===== src/rtl/debug_unit.sv =====
// Host-side debug controller for the MIPS pipeline: UART command decode, instruction
// memory loading, run/step control and a register-file/data-memory dump back over UART.
`timescale 1ns/1ps
module debug_unit #(
  parameter int IMEM_WORDS      = 64,
  parameter int DMEM_DUMP_WORDS = 16,
  parameter int DRAIN_CYCLES    = 3
) (
  input  logic        i_clk,
  input  logic        i_reset,
  input  logic [7:0]  i_rx_data,
  input  logic        i_rx_valid,
  output logic [7:0]  o_tx_data,
  output logic        o_tx_start,
  input  logic        i_tx_done,
  output logic        o_stop,
  output logic        o_write_instruction_mem,
  output logic [31:0] o_instruction_mem_addr,
  output logic [31:0] o_instruction_mem_data,
  output logic [4:0]  o_r_addr_registers,
  output logic [31:0] o_r_addr_data_mem,
  input  logic [31:0] i_r_data_registers,
  input  logic [31:0] i_r_data_data_mem,
  input  logic        i_end,
  output logic        o_busy
);

  localparam int NUM_ITEMS = 32 + DMEM_DUMP_WORDS;
  localparam int IW        = (IMEM_WORDS > 1) ? $clog2(IMEM_WORDS) : 1;
  localparam int ITW       = $clog2(NUM_ITEMS);
  localparam int DW        = (DRAIN_CYCLES > 1) ? $clog2(DRAIN_CYCLES) : 1;

  localparam logic [7:0]  CMD_LOAD  = 8'h4C;
  localparam logic [7:0]  CMD_RUN   = 8'h43;
  localparam logic [7:0]  CMD_STEP  = 8'h53;
  localparam logic [31:0] HALT_WORD = 32'hFFFF_FFFF;

  typedef enum logic [3:0] {
    S_IDLE       = 4'd0,
    S_LOAD_BYTES = 4'd1,
    S_LOAD_WRITE = 4'd2,
    S_RUN        = 4'd3,
    S_DRAIN      = 4'd4,
    S_STEP       = 4'd5,
    S_DUMP_SETUP = 4'd6,
    S_DUMP_SEND  = 4'd7,
    S_DUMP_WAIT  = 4'd8
  } state_t;

  state_t          r_state;
  logic [31:0]     r_word;
  logic [1:0]      r_byte_cnt;
  logic [IW-1:0]   r_word_idx;
  logic [ITW-1:0]  r_item;
  logic [DW-1:0]   r_drain_cnt;
  logic [31:0]     r_dump_word;

  logic [31:0]     w_next_word;
  logic            w_last_item;
  logic            w_last_imem;

  function automatic logic [4:0] f_reg_addr(input logic [ITW-1:0] item);
    if (item < ITW'(32)) f_reg_addr = item[4:0];
    else                 f_reg_addr = 5'd0;
  endfunction

  // Dump items past the register file map onto consecutive data-memory words from byte 0.
  function automatic logic [31:0] f_mem_addr(input logic [ITW-1:0] item);
    if (item < ITW'(32)) f_mem_addr = 32'd0;
    else                 f_mem_addr = (32'(item) - 32'd32) << 2;
  endfunction

  function automatic logic [7:0] f_byte(input logic [31:0] word, input logic [1:0] idx);
    case (idx)
      2'd0:    f_byte = word[31:24];
      2'd1:    f_byte = word[23:16];
      2'd2:    f_byte = word[15:8];
      default: f_byte = word[7:0];
    endcase
  endfunction

  assign w_next_word = {r_word[23:0], i_rx_data};
  assign w_last_item = (r_item == ITW'(NUM_ITEMS - 1));
  assign w_last_imem = (r_word_idx == IW'(IMEM_WORDS - 1));

  always_ff @(posedge i_clk or posedge i_reset) begin
    if (i_reset) begin
      r_state                 <= S_IDLE;
      r_word                  <= 32'd0;
      r_byte_cnt              <= 2'd0;
      r_word_idx              <= '0;
      r_item                  <= '0;
      r_drain_cnt             <= '0;
      r_dump_word             <= 32'd0;
      o_tx_data               <= 8'd0;
      o_tx_start              <= 1'b0;
      o_stop                  <= 1'b1;
      o_write_instruction_mem <= 1'b0;
      o_instruction_mem_addr  <= 32'd0;
      o_instruction_mem_data  <= 32'd0;
      o_r_addr_registers      <= 5'd0;
      o_r_addr_data_mem       <= 32'd0;
      o_busy                  <= 1'b0;
    end else begin
      o_tx_start              <= 1'b0;
      o_write_instruction_mem <= 1'b0;
      case (r_state)
        S_IDLE: begin
          if (i_rx_valid) begin
            case (i_rx_data)
              CMD_LOAD: begin
                r_state    <= S_LOAD_BYTES;
                r_byte_cnt <= 2'd0;
                o_busy     <= 1'b1;
              end
              CMD_RUN: begin
                o_busy <= 1'b1;
                if (i_end) begin
                  r_state <= S_DUMP_SETUP;
                end else begin
                  r_state <= S_RUN;
                  o_stop  <= 1'b0;
                end
              end
              CMD_STEP: begin
                o_busy <= 1'b1;
                if (i_end) begin
                  r_state <= S_DUMP_SETUP;
                end else begin
                  r_state <= S_STEP;
                  o_stop  <= 1'b0;
                end
              end
              default: ;
            endcase
          end
        end
        S_LOAD_BYTES: begin
          if (i_rx_valid) begin
            r_word     <= w_next_word;
            r_byte_cnt <= r_byte_cnt + 2'd1;
            if (r_byte_cnt == 2'd3) begin
              r_state                 <= S_LOAD_WRITE;
              o_write_instruction_mem <= 1'b1;
              o_instruction_mem_addr  <= {{(30-IW){1'b0}}, r_word_idx, 2'b00};
              o_instruction_mem_data  <= w_next_word;
            end
          end
        end
        S_LOAD_WRITE: begin
          if ((r_word == HALT_WORD) || w_last_imem) begin
            r_word_idx <= '0;
            r_state    <= S_IDLE;
            o_busy     <= 1'b0;
          end else begin
            r_word_idx <= r_word_idx + IW'(1);
            r_state    <= S_LOAD_BYTES;
          end
        end
        S_RUN: begin
          if (i_end) begin
            if (DRAIN_CYCLES == 0) begin
              o_stop  <= 1'b1;
              r_state <= S_DUMP_SETUP;
            end else begin
              r_drain_cnt <= '0;
              r_state     <= S_DRAIN;
            end
          end
        end
        S_DRAIN: begin
          if (r_drain_cnt == DW'(DRAIN_CYCLES - 1)) begin
            o_stop  <= 1'b1;
            r_state <= S_DUMP_SETUP;
          end else begin
            r_drain_cnt <= r_drain_cnt + DW'(1);
          end
        end
        S_STEP: begin
          o_stop  <= 1'b1;
          r_state <= S_DUMP_SETUP;
        end
        S_DUMP_SETUP: begin
          r_dump_word <= (r_item < ITW'(32)) ? i_r_data_registers : i_r_data_data_mem;
          r_byte_cnt  <= 2'd0;
          r_state     <= S_DUMP_SEND;
        end
        S_DUMP_SEND: begin
          o_tx_data  <= f_byte(r_dump_word, r_byte_cnt);
          o_tx_start <= 1'b1;
          r_state    <= S_DUMP_WAIT;
        end
        S_DUMP_WAIT: begin
          // o_tx_data is only rewritten in DUMP_SEND, so it stays stable while waiting.
          if (i_tx_done) begin
            if (r_byte_cnt == 2'd3) begin
              if (w_last_item) begin
                r_item             <= '0;
                o_r_addr_registers <= 5'd0;
                o_r_addr_data_mem  <= 32'd0;
                o_busy             <= 1'b0;
                r_state            <= S_IDLE;
              end else begin
                r_item             <= r_item + ITW'(1);
                o_r_addr_registers <= f_reg_addr(r_item + ITW'(1));
                o_r_addr_data_mem  <= f_mem_addr(r_item + ITW'(1));
                r_state            <= S_DUMP_SETUP;
              end
            end else begin
              r_byte_cnt <= r_byte_cnt + 2'd1;
              r_state    <= S_DUMP_SEND;
            end
          end
        end
        default: begin
          o_stop  <= 1'b1;
          o_busy  <= 1'b0;
          r_state <= S_IDLE;
        end
      endcase
    end
  end

endmodule


===== config.mk =====
export PLATFORM = sky130hd
export DESIGN_NAME = debug_unit
export DESIGN_NICKNAME = d
export VERILOG_FILES = /design/src/rtl/debug_unit.sv
export SDC_FILE = /design/constraint.sdc
export NUM_CORES = 1
export LEC_CHECK = 0
export ABC_AREA = 1
export BUFFER_PORTS_ARGS = -buffer_cell sky130_fd_sc_hd__buf_2
export CAP_MARGIN = 20
export CORE_UTILIZATION = 48
export CTS_CLUSTER_DIAMETER = 60
export CTS_CLUSTER_SIZE = 10
export DETAILED_ROUTE_END_ITERATION = 7
export GPL_TIMING_DRIVEN = 1
export PLACE_DENSITY = 0.77
export SETUP_SLACK_MARGIN = 0.4
export SLEW_MARGIN = 20
export SYNTH_ARGS = -nofsm -noshare
export SYNTH_HDL_FRONTEND = slang
export SYNTH_SLANG_ARGS = --single-unit

===== constraint.sdc =====
create_clock -name i_clk -period 4.6 [get_ports i_clk]
set_input_delay 0.69 -clock i_clk [delete_from_list [all_inputs] [get_ports i_clk]]
set_output_delay 0.69 -clock i_clk [all_outputs]
set_load 0.005 [all_outputs]

==> impl_metrics.py <==
metrics = {
    "synthesis": {
        "yosys.area_share.adder": 0.0143,
        "yosys_warnings": 0,
        "synth_cell_type_count": 34,
        "seq_area_frac_synth": 0.516,
        "synth.mux.area_fraction": 0,
        "synthTopCellsByArea": "dfrtp_1 51%, nand2_1 14%, buf_4 6.9%, inv_1 3.9%, nor2_1 3.9%",
        "synth_compound_area_frac": 0.119,
        "syn_inst": 848,
        "synth_xor_area_frac": 0.00752,
        "synth_ff_type": "dfrtp_1",
        "synth_edf_count": 0,
        "synthesis.area_um2": 6990,
        "synth_top_family_by_area": "simple AND/OR/NAND/NOR gates",
        "synth-simple-area-share": 0.216,
        "yosysTopAreaCell": "dfrtp_1",
        "syn_area_per_cell_um2": 8.24,
        "async_reset_ff_frac": 1.00,
        "yosys.area.top_type_share": 0.512,
        "synth-seq-cells": 144,
    },
    "die": {
        "io_pins": 190,
        "initial_core_util": 0.498,
        "rows": 43,
        "core-area_um2": 14000,
        "die_x_um": 123,
        "fp.dieH_um": 123,
        "die_area_um2": 15100,
    },
    "cts": {
        "htreeDepth": 4,
        "tritoncts": "built",
        "clock_path_buffers": 2,
        "cts_buffers": 17,
        "cts_resized": 0,
        "clk_pin_slew_ps": 60,
        "hold_buffers": 0,
        "cts.sinks": 144,
        "clk_latency_ps": 420,
        "root_buffer": "clkbuf_16",
        "post_cts_buffers": 0,
    },
    "worst_setup_path": {
        "endpoint_kind": "register",
        "worstRegToRegCells": 6,
        "cp_cell_sequence": "nor2_2, nand2_2, nor2_4, buf_4, nand2_4, o21ai_0",
        "cp.arrival_ps": 2700,
        "r2r_slack_ps": 2220,
        "worstReg2RegStart": "r_state[2]$_DFFE_PP0P_",
        "slowest_delay_ps": 530,
        "setup.worst_path.start": "r_state[2]$_DFFE_PP0P_",
        "cp-start-kind": "register",
        "criticalPathCategory": "reg -> reg",
        "crit_required_ps": 4920,
        "r2r_end": "o_instruction_mem_data[31]$_DFFE_PP0P_",
        "cp-endpoint": "o_instruction_mem_data[31]$_DFFE_PP0P_",
        "cp_max_fo": 70,
        "crit_slowest_cell": "nand2_4",
    },
    "routing": {
        "topRoutingLayerUsed": "met4",
        "vias_per_cell": 4.89,
        "wl_met2_um": 7460,
        "routedWlPerCell_um": 13.3,
        "routed-wl-met3_um": 859,
        "num_vias": 5684,
        "drc": 0,
        "antenna_left": 0,
        "wl_met1_um": 6990,
        "drt-total-wl_um": 15500,
        "drt_first_iter_violations": 381,
        "drt-pass1-iter-count": 5,
    },
    "sta": {
        "clock.fmax_mhz": 419,
        "drv_slew": 0,
        "setup_tns_ps": 0,
        "finalHoldViolations": 0,
        "rsz0062_at_grt": "false",
        "finalCritPeriodShare": 0.518,
        "clock-skew-final_ps": 10.5,
        "tightestPinTransition_ps": 973,
        "fin_crit_ps": 2380,
        "setup_viol": 0,
        "slew_headroom": 0.351,
    },
    "final_layout": {
        "nFillCells": 1246,
        "diodes": 0,
        "fin_nets": 1056,
        "drive_gt1_frac": 0.196,
        "syn2layout_area_growth_pct": 16.2,
        "final_area_um2": 8130,
    },
    "min_path": {
        "hold_class": "reg -> reg",
    },
    "pwr": {
        "power.density_nw_per_um2": 541,
        "vdd_drop_max_mv": 0.310,
        "p_leak_nw": 4.21,
    },
    "grt": {
        "first_global_vias": 5213,
        "grt_max_degree": 145,
        "grt.overflow.total": 0,
        "grt_usage": 0.220,
        "grt_pass1_wl_um": 25200,
        "antenna_found_initial": 0,
    },
    "placement": {
        "dpl.hpwl_um": 10700,
        "post_dp_cell_area_um2": 7540,
        "port_buffers": 136,
        "place.gp.congestion": 0.856,
    },
    "run_status": {
        "status": "finished clean",
    },
    "flow_run": {
        "cap_violations": 0,
    },
}
area by class of cell:
| class | count | area, um^2 | area share |
|---|---|---|---|
| Sequential cell | 144 | 3610 | 0.444 |
| Multi-Input combinational cell | 588 | 2700 | 0.333 |
| Timing Repair Buffer | 138 | 708 | 0.0872 |
| Clock buffer | 18 | 429 | 0.0528 |
| Inverter | 82 | 313 | 0.0385 |
| Tap cell | 180 | 225 | 0.0277 |
| Clock inverter | 13 | 140 | 0.0172 |
critical path: cells and delay by family (launching register included):
family                 cells  cell delay, ps
AO/OA/AOI/OAI              1             370
buffers and inverters      1             490
AND/OR/NAND/NOR            4            1000
flip-flops                 1             420
through the flow:
step | setup slack [ps] | utilization | hold WS [ps] | std cells | total power, W
2_1_floorplan | 2110 | - | 451 | 900 | 0.00270
3_3_place_gp | 1830 | 0.537 | 459 | 1132 | 0.00303
3_5_place_dp | 1730 | 0.537 | 466 | 1132 | 0.00307
4_1_cts | 1810 | 0.578 | 475 | 1163 | 0.00442
5_1_grt | 1930 | 0.579 | 495 | 1163 | 0.00469
6_report | 2220 | 0.579 | 475 | 1163 | 0.00440
state kept, by name, indices dropped and copies added, names as in the netlist:
signal	count
o_write_instruction_mem	1
o_r_addr_data_mem	5
o_tx_data	8
o_instruction_mem_addr	6
r_drain_cnt	2
r_byte_cnt	2
o_busy	1
r_state	4
o_instruction_mem_data	32
o_stop	1
r_word	32
o_tx_start	1
o_r_addr_registers	5
r_word_idx	6
r_dump_word	32
r_item	6
synth_stat cells, drive strengths merged, types with 2 or more instances:
library cell and n:
inv 80, clkinv 2, o22ai 13, nand2 257
nand4 2, xor2 5, nor2 81, o21ai 74
dfrtp 143, ha 8, clkbuf 9, nand3 29
o21a 8, buf 77, nor3 2, a31oi 32
a21oi 19
placed cells by master (no fill, tap or decap), types with 2 or more instances in the layout:
cell and count:
buf_2 136, bufinv_16 2, nand4_1 2, conb_1 53, nand2_2 3, nor2_2 3
a21oi_1 19, inv_2 7, nor2_1 72, o21a_1 8, a31oi_1 32, o21ai_0 45
inv_1 72, clkinv_2 5, dfrtp_1 142, inv_6 2, xor2_1 5, clkinv_4 4
clkinvlp_4 2, nor2_4 6, ha_1 8, o22ai_1 13, o21ai_1 29, nand2_1 253
nand3_1 29, clkbuf_16 17
how the worst min path moves through the flow:
stage | start | depth (start not counted) | slack, ps | endpoint
6_report | o_stop$_DFFE_PP1P_ | 2 | 470 | o_stop$_DFFE_PP1P_
3_3_place_gp | o_stop$_DFFE_PP1P_ | 2 | 460 | o_stop$_DFFE_PP1P_
2_1_floorplan | o_stop$_DFFE_PP1P_ | 2 | 450 | o_stop$_DFFE_PP1P_
3_5_place_dp | o_stop$_DFFE_PP1P_ | 2 | 470 | o_stop$_DFFE_PP1P_
5_1_grt | o_stop$_DFFE_PP1P_ | 2 | 490 | o_stop$_DFFE_PP1P_
4_1_cts | o_stop$_DFFE_PP1P_ | 2 | 470 | o_stop$_DFFE_PP1P_
power breakdown:
part	leakage [nW]	internal (W)	switching [W]
Combinational	2.19	0.000463	0.000716
Clock	0.280	0.000796	0.000542
Sequential	1.74	0.00162	0.000258
metal layers:
metal,vias up,global-route usage
li1,2852,-
met1,2639,0.296
met2,174,0.348
met3,19,0.0511
met4,0,0.0762
met5,-,0
logic make-up (layout without fill, tap and decap cells):
family | after synthesis | after routing
DFF | 144 | 144
buffers and inverters | 168 | 251
adders and majority gates | 8 | 8
AOI/OAI and AO/OA | 149 | 149
other | 1 | 53
and+or+nand+nor | 372 | 372
xor gates and xnor gates | 6 | 6
(Power assumes the default switching activity.)
